### src/rtl/legv8_pkg.sv
// Shared LEGv8 definitions: opcode constants, ALUOp/ALUSrc encodings, 64-bit data type and pipeline records.
// Pipeline records are shared between the execution stage and the cpu_control decoder.
package legv8_pkg;

  typedef logic [63:0] dword_t;

  localparam logic [10:0] OP_ADD  = 11'b10001011000;
  localparam logic [10:0] OP_SUB  = 11'b11001011000;
  localparam logic [10:0] OP_AND  = 11'b10001010000;
  localparam logic [10:0] OP_ORR  = 11'b10101010000;
  localparam logic [9:0]  OP_ADDI = 10'b1001000100;
  localparam logic [9:0]  OP_SUBI = 10'b1101000100;

  typedef enum logic [1:0] {
    ALUOP_ADD   = 2'b00,
    ALUOP_PASSB = 2'b01,
    ALUOP_RTYPE = 2'b10,
    ALUOP_ITYPE = 2'b11
  } alu_op_e;

  typedef enum logic [1:0] {
    ALUSRC_REG   = 2'b00,
    ALUSRC_SEXT  = 2'b01,
    ALUSRC_IMM12 = 2'b10,
    ALUSRC_REG2  = 2'b11
  } alu_src_e;

  typedef struct packed {
    dword_t      pc;
    logic [10:0] opcode;
    logic [11:0] imm12;
    logic [4:0]  rd;
    dword_t      sign_ext;
    dword_t      data1;
    dword_t      data2;
    logic [1:0]  alu_src;
    logic [1:0]  alu_op;
    logic        b;
    logic        bz;
    logic        bnz;
    logic        mem_write;
    logic        mem_read;
    logic        mem_to_reg;
    logic        reg_write;
  } ex_reg_t;

  typedef struct packed {
    dword_t     alu_res;
    dword_t     store_dat;
    logic [4:0] rd;
    logic       mem_write;
    logic       mem_read;
    logic       mem_to_reg;
    logic       reg_write;
  } mem_reg_t;

  function automatic dword_t zext_imm12(input logic [11:0] imm);
    return {52'd0, imm};
  endfunction

endpackage

### src/rtl/legv8_alu.sv
// Combinational LEGv8 ALU: add, pass-B, R-type and I-type ops selected by ALUOp and opcode.
// Zero latency; unknown opcodes produce 0.
module legv8_alu
  import legv8_pkg::*;
(
  input  logic [63:0] a,
  input  logic [63:0] b,
  input  logic [1:0]  alu_op,
  input  logic [10:0] opcode,
  output logic [63:0] result
);

  always_comb begin
    result = '0;
    case (alu_op)
      ALUOP_ADD:   result = a + b;
      ALUOP_PASSB: result = b;
      ALUOP_RTYPE: begin
        case (opcode)
          OP_ADD:  result = a + b;
          OP_SUB:  result = a - b;
          OP_AND:  result = a & b;
          OP_ORR:  result = a | b;
          default: result = '0;
        endcase
      end
      ALUOP_ITYPE: begin
        // I-type opcodes are only 10 bits; bit 21 belongs to the immediate.
        case (opcode[10:1])
          OP_ADDI: result = a + b;
          OP_SUBI: result = a - b;
          default: result = '0;
        endcase
      end
      default: result = '0;
    endcase
  end

endmodule

### src/rtl/execution.sv
// LEGv8 EX/MEM/WB slice: branch results 1 cycle and write-back 2 cycles after capture.
// No stall or backpressure; one instruction accepted every cycle.
module execution
  import legv8_pkg::*;
#(
  parameter int MEM_WORDS = 32
) (
  input  logic        clk,
  input  logic        rst,
  input  logic [63:0] pc_in,
  input  logic [31:0] instr_in,
  input  logic [63:0] sign_ext_in,
  input  logic [63:0] data1_in,
  input  logic [63:0] data2_in,
  input  logic [1:0]  alu_src_in,
  input  logic [1:0]  alu_op_in,
  input  logic        b_in,
  input  logic        bz_in,
  input  logic        bnz_in,
  input  logic        mem_write_in,
  input  logic        mem_read_in,
  input  logic        mem_to_reg_in,
  input  logic        reg_write_in,
  output logic [63:0] data2_write,
  output logic [4:0]  reg2_write,
  output logic        old_reg_write,
  output logic [63:0] branch_address,
  output logic        pc_src
);

  localparam int AW = $clog2(MEM_WORDS);

  ex_reg_t       ex_d, ex_q;
  mem_reg_t      mem_d, mem_q;
  dword_t        op_b, alu_res, rd_dat;
  dword_t        br_addr_d, br_addr_q;
  logic          taken_d, taken_q;
  dword_t        wb_dat_d, wb_dat_q;
  logic [4:0]    wb_rd_d, wb_rd_q;
  logic          wb_vld_d, wb_vld_q;
  dword_t        dmem_q [MEM_WORDS];
  logic [AW-1:0] mem_idx;
  logic          unused_instr;

  assign unused_instr = ^instr_in[9:5];

  always_comb begin
    ex_d            = '0;
    ex_d.pc         = pc_in;
    ex_d.opcode     = instr_in[31:21];
    ex_d.imm12      = instr_in[21:10];
    ex_d.rd         = instr_in[4:0];
    ex_d.sign_ext   = sign_ext_in;
    ex_d.data1      = data1_in;
    ex_d.data2      = data2_in;
    ex_d.alu_src    = alu_src_in;
    ex_d.alu_op     = alu_op_in;
    ex_d.b          = b_in;
    ex_d.bz         = bz_in;
    ex_d.bnz        = bnz_in;
    ex_d.mem_write  = mem_write_in;
    ex_d.mem_read   = mem_read_in;
    ex_d.mem_to_reg = mem_to_reg_in;
    ex_d.reg_write  = reg_write_in;
  end

  always_comb begin
    op_b = ex_q.data2;
    case (ex_q.alu_src)
      ALUSRC_REG, ALUSRC_REG2: op_b = ex_q.data2;
      ALUSRC_SEXT:             op_b = ex_q.sign_ext;
      ALUSRC_IMM12:            op_b = zext_imm12(ex_q.imm12);
      default:                 op_b = ex_q.data2;
    endcase
  end

  legv8_alu u_alu (
    .a      (ex_q.data1),
    .b      (op_b),
    .alu_op (ex_q.alu_op),
    .opcode (ex_q.opcode),
    .result (alu_res)
  );

  always_comb begin
    br_addr_d = ex_q.pc + (ex_q.sign_ext << 2);
    taken_d   = ex_q.b | (ex_q.bz & (ex_q.data2 == '0)) | (ex_q.bnz & (ex_q.data2 != '0));

    mem_d            = '0;
    mem_d.alu_res    = alu_res;
    mem_d.store_dat  = ex_q.data2;
    mem_d.rd         = ex_q.rd;
    mem_d.mem_write  = ex_q.mem_write;
    mem_d.mem_read   = ex_q.mem_read;
    mem_d.mem_to_reg = ex_q.mem_to_reg;
    mem_d.reg_write  = ex_q.reg_write;
  end

  // Read is asynchronous and sampled at the same edge as the write, so a
  // simultaneous read sees the pre-write contents.
  assign mem_idx = mem_q.alu_res[AW+2:3];

  always_comb begin
    rd_dat   = mem_q.mem_read ? dmem_q[mem_idx] : '0;
    wb_dat_d = mem_q.mem_to_reg ? rd_dat : mem_q.alu_res;
    wb_rd_d  = mem_q.rd;
    wb_vld_d = mem_q.reg_write;
  end

  always_ff @(posedge clk) begin
    if (rst) begin
      ex_q      <= '0;
      mem_q     <= '0;
      br_addr_q <= '0;
      taken_q   <= 1'b0;
      wb_dat_q  <= '0;
      wb_rd_q   <= '0;
      wb_vld_q  <= 1'b0;
      for (int i = 0; i < MEM_WORDS; i++) begin
        dmem_q[i] <= '0;
      end
    end else begin
      ex_q      <= ex_d;
      mem_q     <= mem_d;
      br_addr_q <= br_addr_d;
      taken_q   <= taken_d;
      wb_dat_q  <= wb_dat_d;
      wb_rd_q   <= wb_rd_d;
      wb_vld_q  <= wb_vld_d;
      if (mem_q.mem_write) begin
        dmem_q[mem_idx] <= mem_q.store_dat;
      end
    end
  end

  assign data2_write    = wb_dat_q;
  assign reg2_write     = wb_rd_q;
  assign old_reg_write  = wb_vld_q;
  assign branch_address = br_addr_q;
  assign pc_src         = taken_q;

endmodule

### config.mk
export PLATFORM = sky130hd
export DESIGN_NAME = execution
export DESIGN_NICKNAME = d
export VERILOG_FILES = /design/src/rtl/legv8_pkg.sv /design/src/rtl/legv8_alu.sv /design/src/rtl/execution.sv
export SDC_FILE = /design/constraint.sdc
export NUM_CORES = 2
export LEC_CHECK = 0
export CORE_UTILIZATION = 35
export CTS_BUF_LIST = sky130_fd_sc_hd__clkbuf_16
export DETAILED_ROUTE_END_ITERATION = 10
export GPL_ROUTABILITY_DRIVEN = 0
export PLACE_DENSITY_LB_ADDON = 0.05
export SLEW_MARGIN = 20
export SYNTH_ARGS = -nofsm -noshare
export SYNTH_HDL_FRONTEND = slang
export SYNTH_SLANG_ARGS = --single-unit
### constraint.sdc
create_clock -name clk -period 14.9 [get_ports clk]
set_clock_uncertainty 0.2 [all_clocks]
set_input_delay 2.98 -clock clk [delete_from_list [all_inputs] [get_ports clk]]
set_output_delay 2.98 -clock clk [all_outputs]
set_load 0.1 [all_outputs]
Word level (Yosys, flattened, before mapping)
Memories as Yosys holds them, arrays and structs flattened. A register that Yosys moved wholly into a read port is not among the register bits.
Index checks and enable logic that the tools add are counted.
{"block": "word_totals", "reg_bits": 567, "mem_bits_rw": 2048, "in_bits": 301, "wordCells": 71, "mem_count": 1}
{"block": "classes", "addsub": 3, "n_eq_ne": 12, "n_mux": 15, "n_bitwise": 6, "n_reduce_logical": 6}
{"memory": "dmem_q", "words": 32, "word_bits": 64, "rd": 1, "rd_clocked_by_memory_dff": 1, "wr": 32, "line_no": "execution.sv:41", "text": "dword_t dmem_q [MEM_WORDS];"}
{"cell": "case mux 64 bit (4 select lines)", "n": 2}
{"cell": "two-way mux 64 bit", "n": 3}
{"cell": "case mux 64 bit (3 select lines)", "n": 1}
{"cell": "adder 64 bit", "n": 2}
{"cell": "case mux 64 bit (2 select lines)", "n": 1}
{"cell": "bitwise AND 64 bit", "n": 1}
{"cell": "zero test 64 bit", "n": 1}
{"cell": "bitwise OR 64 bit", "n": 1}
{"cell": "nonzero test 64 bit", "n": 1}
{"cell": "OR reduction 64 bit", "n": 1}
{"cell": "subtractor 64 bit", "n": 1}
{"cell": "== test 11 bit (second input constant)", "n": 4}
{"cell": "== test 10 bit (second input constant)", "n": 2}
{"cell": "two-way mux 5 bit", "n": 2}
{"cell": "== test 2 bit (second input constant)", "n": 4}
{"cell": "two-way mux 1 bit", "n": 6}
{"cell": "== test 2 x 1 -> 1 bit (second input constant)", "n": 2}
{"cell": "zero test 2 bit", "n": 2}
{"cell": "bitwise AND 1 bit", "n": 2}
{"cell": "bitwise OR 1 bit", "n": 2}
{"cell": "OR reduction 2 bit", "n": 1}

Longest topological paths before layout
{"block": "depth", "word_depth": 7, "depth_mapped": 21, "depth_no_buf": 19}

Cells and area by module
From an unflattened synthesis, not the netlist that was laid out.
{"block": "unflattened", "hier_cells": 9591, "hier_area_um2": 123581.0}
{"mod": "execution", "n_inst": 1, "cells_each": 7661, "area_per_inst_um2": 111399.3, "seq_area_each_um2": 72829.8}
{"mod": "legv8_alu", "n_inst": 1, "cells_each": 1930, "area_per_inst_um2": 12181.7, "seq_area_each_um2": 0.0}

Worst setup path after synthesis
OpenSTA, ideal clock, no wires.
{"block": "synth_path", "kind": "input to register", "start": "input port rst", "end": "memory dmem_q[28][0] in the netlist's numbering (enable)", "setup_ns": 0.575, "t_arrival_ns": 8.438, "required_time_ns": 14.125, "path_slack_ns": 5.687, "stages": 7, "cell_sequence": "clkbuf_1 inv_1 nand2_1 or3_1 clkbuf_1 clkbuf_1 o21ai_0"}
{"item": "start: declaration", "line_no": "execution.sv:9", "text": "input logic rst,"}
{"item": "end: declaration", "line_no": "execution.sv:41"}

==> qor.yml <==
floorplanning:
  dieWidth_um: 596
  initial_core_util_pct: 35.2
  fp-row-count: 217
  die_y_um: 596
  die_area_um2: 355000
  io_pins: 436
  core_um2: 350000
synth:
  synthesis.nets: 10100
  synth_mux_area_share_pct: 9.55
  synth_cells: 9566
  ys_ff_latch: 2614
  synth_compound_area_share_pct: 7.85
  async_flop_share_pct: 0
  synth_area_leaders: "edfxtp_1 (50%), and2_1 (10%), mux4_2 (9.4%), dfxtp_1 (9.2%), ha_1 (2.6%)"
  synth_top_area_share_pct: 49.9
  yosys_warnings: 0
  synth_edf_count: 2048
  ys_seq_area_share_pct: 59.1
  synth_flop_cell: "edfxtp_1"
  synth-xor-area-share_pct: 1.16
  yosysUniqueCellTypes: 104
  synthSimpleGateAreaFrac_pct: 16.6
  yosys.area.top_type: "edfxtp_1"
  synth_fa_ha_area_share_pct: 2.63
  ys_top_cells_by_count: "and2_1 (2063), edfxtp_1 (2048), clkbuf_1 (704)"
  yosysMostFrequentCell: "and2_1"
  synth_top_family_by_area: "simple AND/OR/NAND/NOR gates"
  synth_area_per_cell_um2: 12.9
  syn_area_um2: 123000
sta:
  hold_viol_final: 0
  fmax_ghz: 0.141
  slew_viol_final: 0
  relSlewSlack_pct: 13.1
  hold_ws_ps: 232
  period_needed_ps: 7070
  period_share_pct: 47.4
  worst_pin_slew_ps: 1290
  rsz0062_at_grt: "no"
  tns_ps: 0
  finalSetupViolCount: 0
critical_path:
  crit_arrival_ps: 7410
  cpPeakStageDelay_ps: 870
  rr_startpoint: "ex_q[9]"
  critPathBufInv: 6
  startpoint: "rst"
  crit_top_cell: "buf_4"
  crit_chain: "buf_8, inv_4, buf_4, nand4b_1, buf_4, o21ai_4, buf_4, buf_4"
  critPathKind: "in -> reg"
  critical-path-top-delay-family: "buffers and inverters"
  startpoint_type: "primary input"
  end_kind: "register"
  cp_slowest_cell: "o21ai_4"
  critPathMaxFanout: 83
  crit_required_ps: 15240
route:
  via_count: 81500
  detail_route.first_pass.iterations: 7
  drc_errors: 0
  wl_met2_mm: 231
  totalWireLength_mm: 488
  met3_wirelength_mm: 37.5
  wl_met1_mm: 201
  drtIter0Drc: 9009
  routedWlPerCell_um: 33.4
  ant_nets: 0
  maxUsedRoutingLayer: "met5"
  vias_per_cell: 5.59
layout:
  layout.cells.non_filler: 14600
  area_growth_pct: 15.6
  final_core_util_pct: 40.7
  post_route_cells_drive_above_1_share_pct: 13.1
  multiInputGateArea_um2: 47300
  fillers: 32600
  final_nets: 10300
  final-seq-area_um2: 72900
clock_tree:
  cts.repair.resized: 0
  clkLatencyLatePin_ps: 970
  clkTransAtPathRegs_ps: 60
  hold_buffers: 0
  clockBufferDepth: 4
  htreeDepth: 5
  cts_tree: "done"
  numCtsBuffers: 309
  cts_sinks: 2614
  postCtsSetupBuffers: 0
  root_buffer: "clkbuf_16"
outcome:
  status: "finished, final reports clean"
power_and_ir_drop:
  power_density_nw_per_um2: 125
  power_mw: 17.8
  p_leak_nw: 52.8
  ir_worst_vdd_mv: 0.0820
min_path:
  hold_start: "ex_q[207]"
  min_path_type: "reg -> reg"
grt:
  antenna_found_initial: 67
  grt_pass1_wl_mm: 670
  grt_pass1_vias: 82200
  track_usage_pct: 27.0
  globalRouteOverflowTotal: 0
  grt_start_max_net_pins: 101
run:
  drv_cap: 0
placed_design:
  dp_cells: 14000
  hpwlAfterDp_mm: 302
  io_buffers: 430
per-layer routing:
metal / GRT usage [%] / vias up
met5: 0 / -
met4: 8.58 / 18
met3: 5.50 / 833
met2: 44.7 / 3676
met1: 35.3 / 41900
li1: - / 35000
placed cells by master (no fill, tap or decap), types with 33 or more instances in the layout:
cell type / Yosys / final
nor4_1: 50 / 49
nand2_1: 219 / 219
inv_1: 224 / 306
nand4_1: 99 / 99
nand3_1: 54 / 53
a22oi_1: 336 / 336
o21ai_4: 1 / 33
o211ai_1: 49 / 49
a211oi_1: 57 / 57
clkinv_1: 3 / 75
buf_4: 4 / 205
mux4_2: 513 / 513
clkinv_2: 0 / 38
dfxtp_1: 566 / 553
nor2_1: 392 / 355
xor2_1: 39 / 39
clkdlybuf4s50_1: 0 / 423
a21o_1: 90 / 90
nor2_4: 0 / 34
edfxtp_1: 2048 / 2048
o21ai_0: 198 / 166
nor2b_1: 470 / 461
ha_1: 254 / 253
a21oi_1: 387 / 386
xnor2_1: 124 / 124
clkbuf_16: 0 / 320
and2_1: 2063 / 2061
nor3_1: 57 / 56
o21bai_1: 40 / 40
path summary, 6_finish.rpt:
check,to,slack [ps],cells past startpoint
max,dmem_q[26][37],7830,8
min,wb_rd_d[4],230,1
min reg2reg,wb_rd_d[4],230,1
max reg2reg,mem_q[134],8150,16
flip-flops by register name, summed over array words and instances (netlist names), 5 cells and up:
signal	cells
dmem_q	2048
mem_q	126
wb_rd_d	5
mem_idx	5
ex_q	294
data2_write	64
reg2_write	5
branch_address	64
worst register-to-register path, delay by kind of cell (launching register included):
family	cells	cell delay, ps
AO/OA/AOI/OAI	8	3440
adder cells (fa/ha/maj)	2	880
AND/OR/NAND/NOR	3	850
buffers and inverters	2	780
flip-flops	1	330
XOR/XNOR	1	170
cell families after synthesis:
group                      Yosys count
adders and majority gates          257
AOI/OAI and AO/OA                 1448
and+or+nand+nor                   3517
xor gates and xnor gates           163
DFF                               2614
muxes                              533
buffers and inverters             1034
final cells by class:
cell class | instances | share of cell area (%)
Sequential cell | 2614 | 51.1
Multi-Input combinational cell | 5918 | 33.2
Clock buffer | 320 | 5.62
Timing Repair Buffer | 638 | 4.21
Tap cell | 4599 | 4.04
Clock inverter | 244 | 1.25
Inverter | 228 | 0.602
Antenna cell | 24 | 0.0421
metrics by stage:
| step | cell area, µm² | setup slack (ps) |
|---|---|---|
| detailed placement | 133000 | 6860 |
| global placement | 133000 | 6850 |
| finish | 143000 | 7830 |
| global route | 143000 | 7820 |
| CTS | 143000 | 7860 |
| floorplan | 123000 | 5690 |
power breakdown:
| part | leakage, nW | switching (mW) | internal [mW] |
|---|---|---|---|
| sequential | 26.7 | 0.169 | 8.08 |
| combinational | 21.0 | 1.46 | 0.697 |
| clock | 5.11 | 3.21 | 4.23 |
Note: power is estimated with default switching activity, not from simulation.
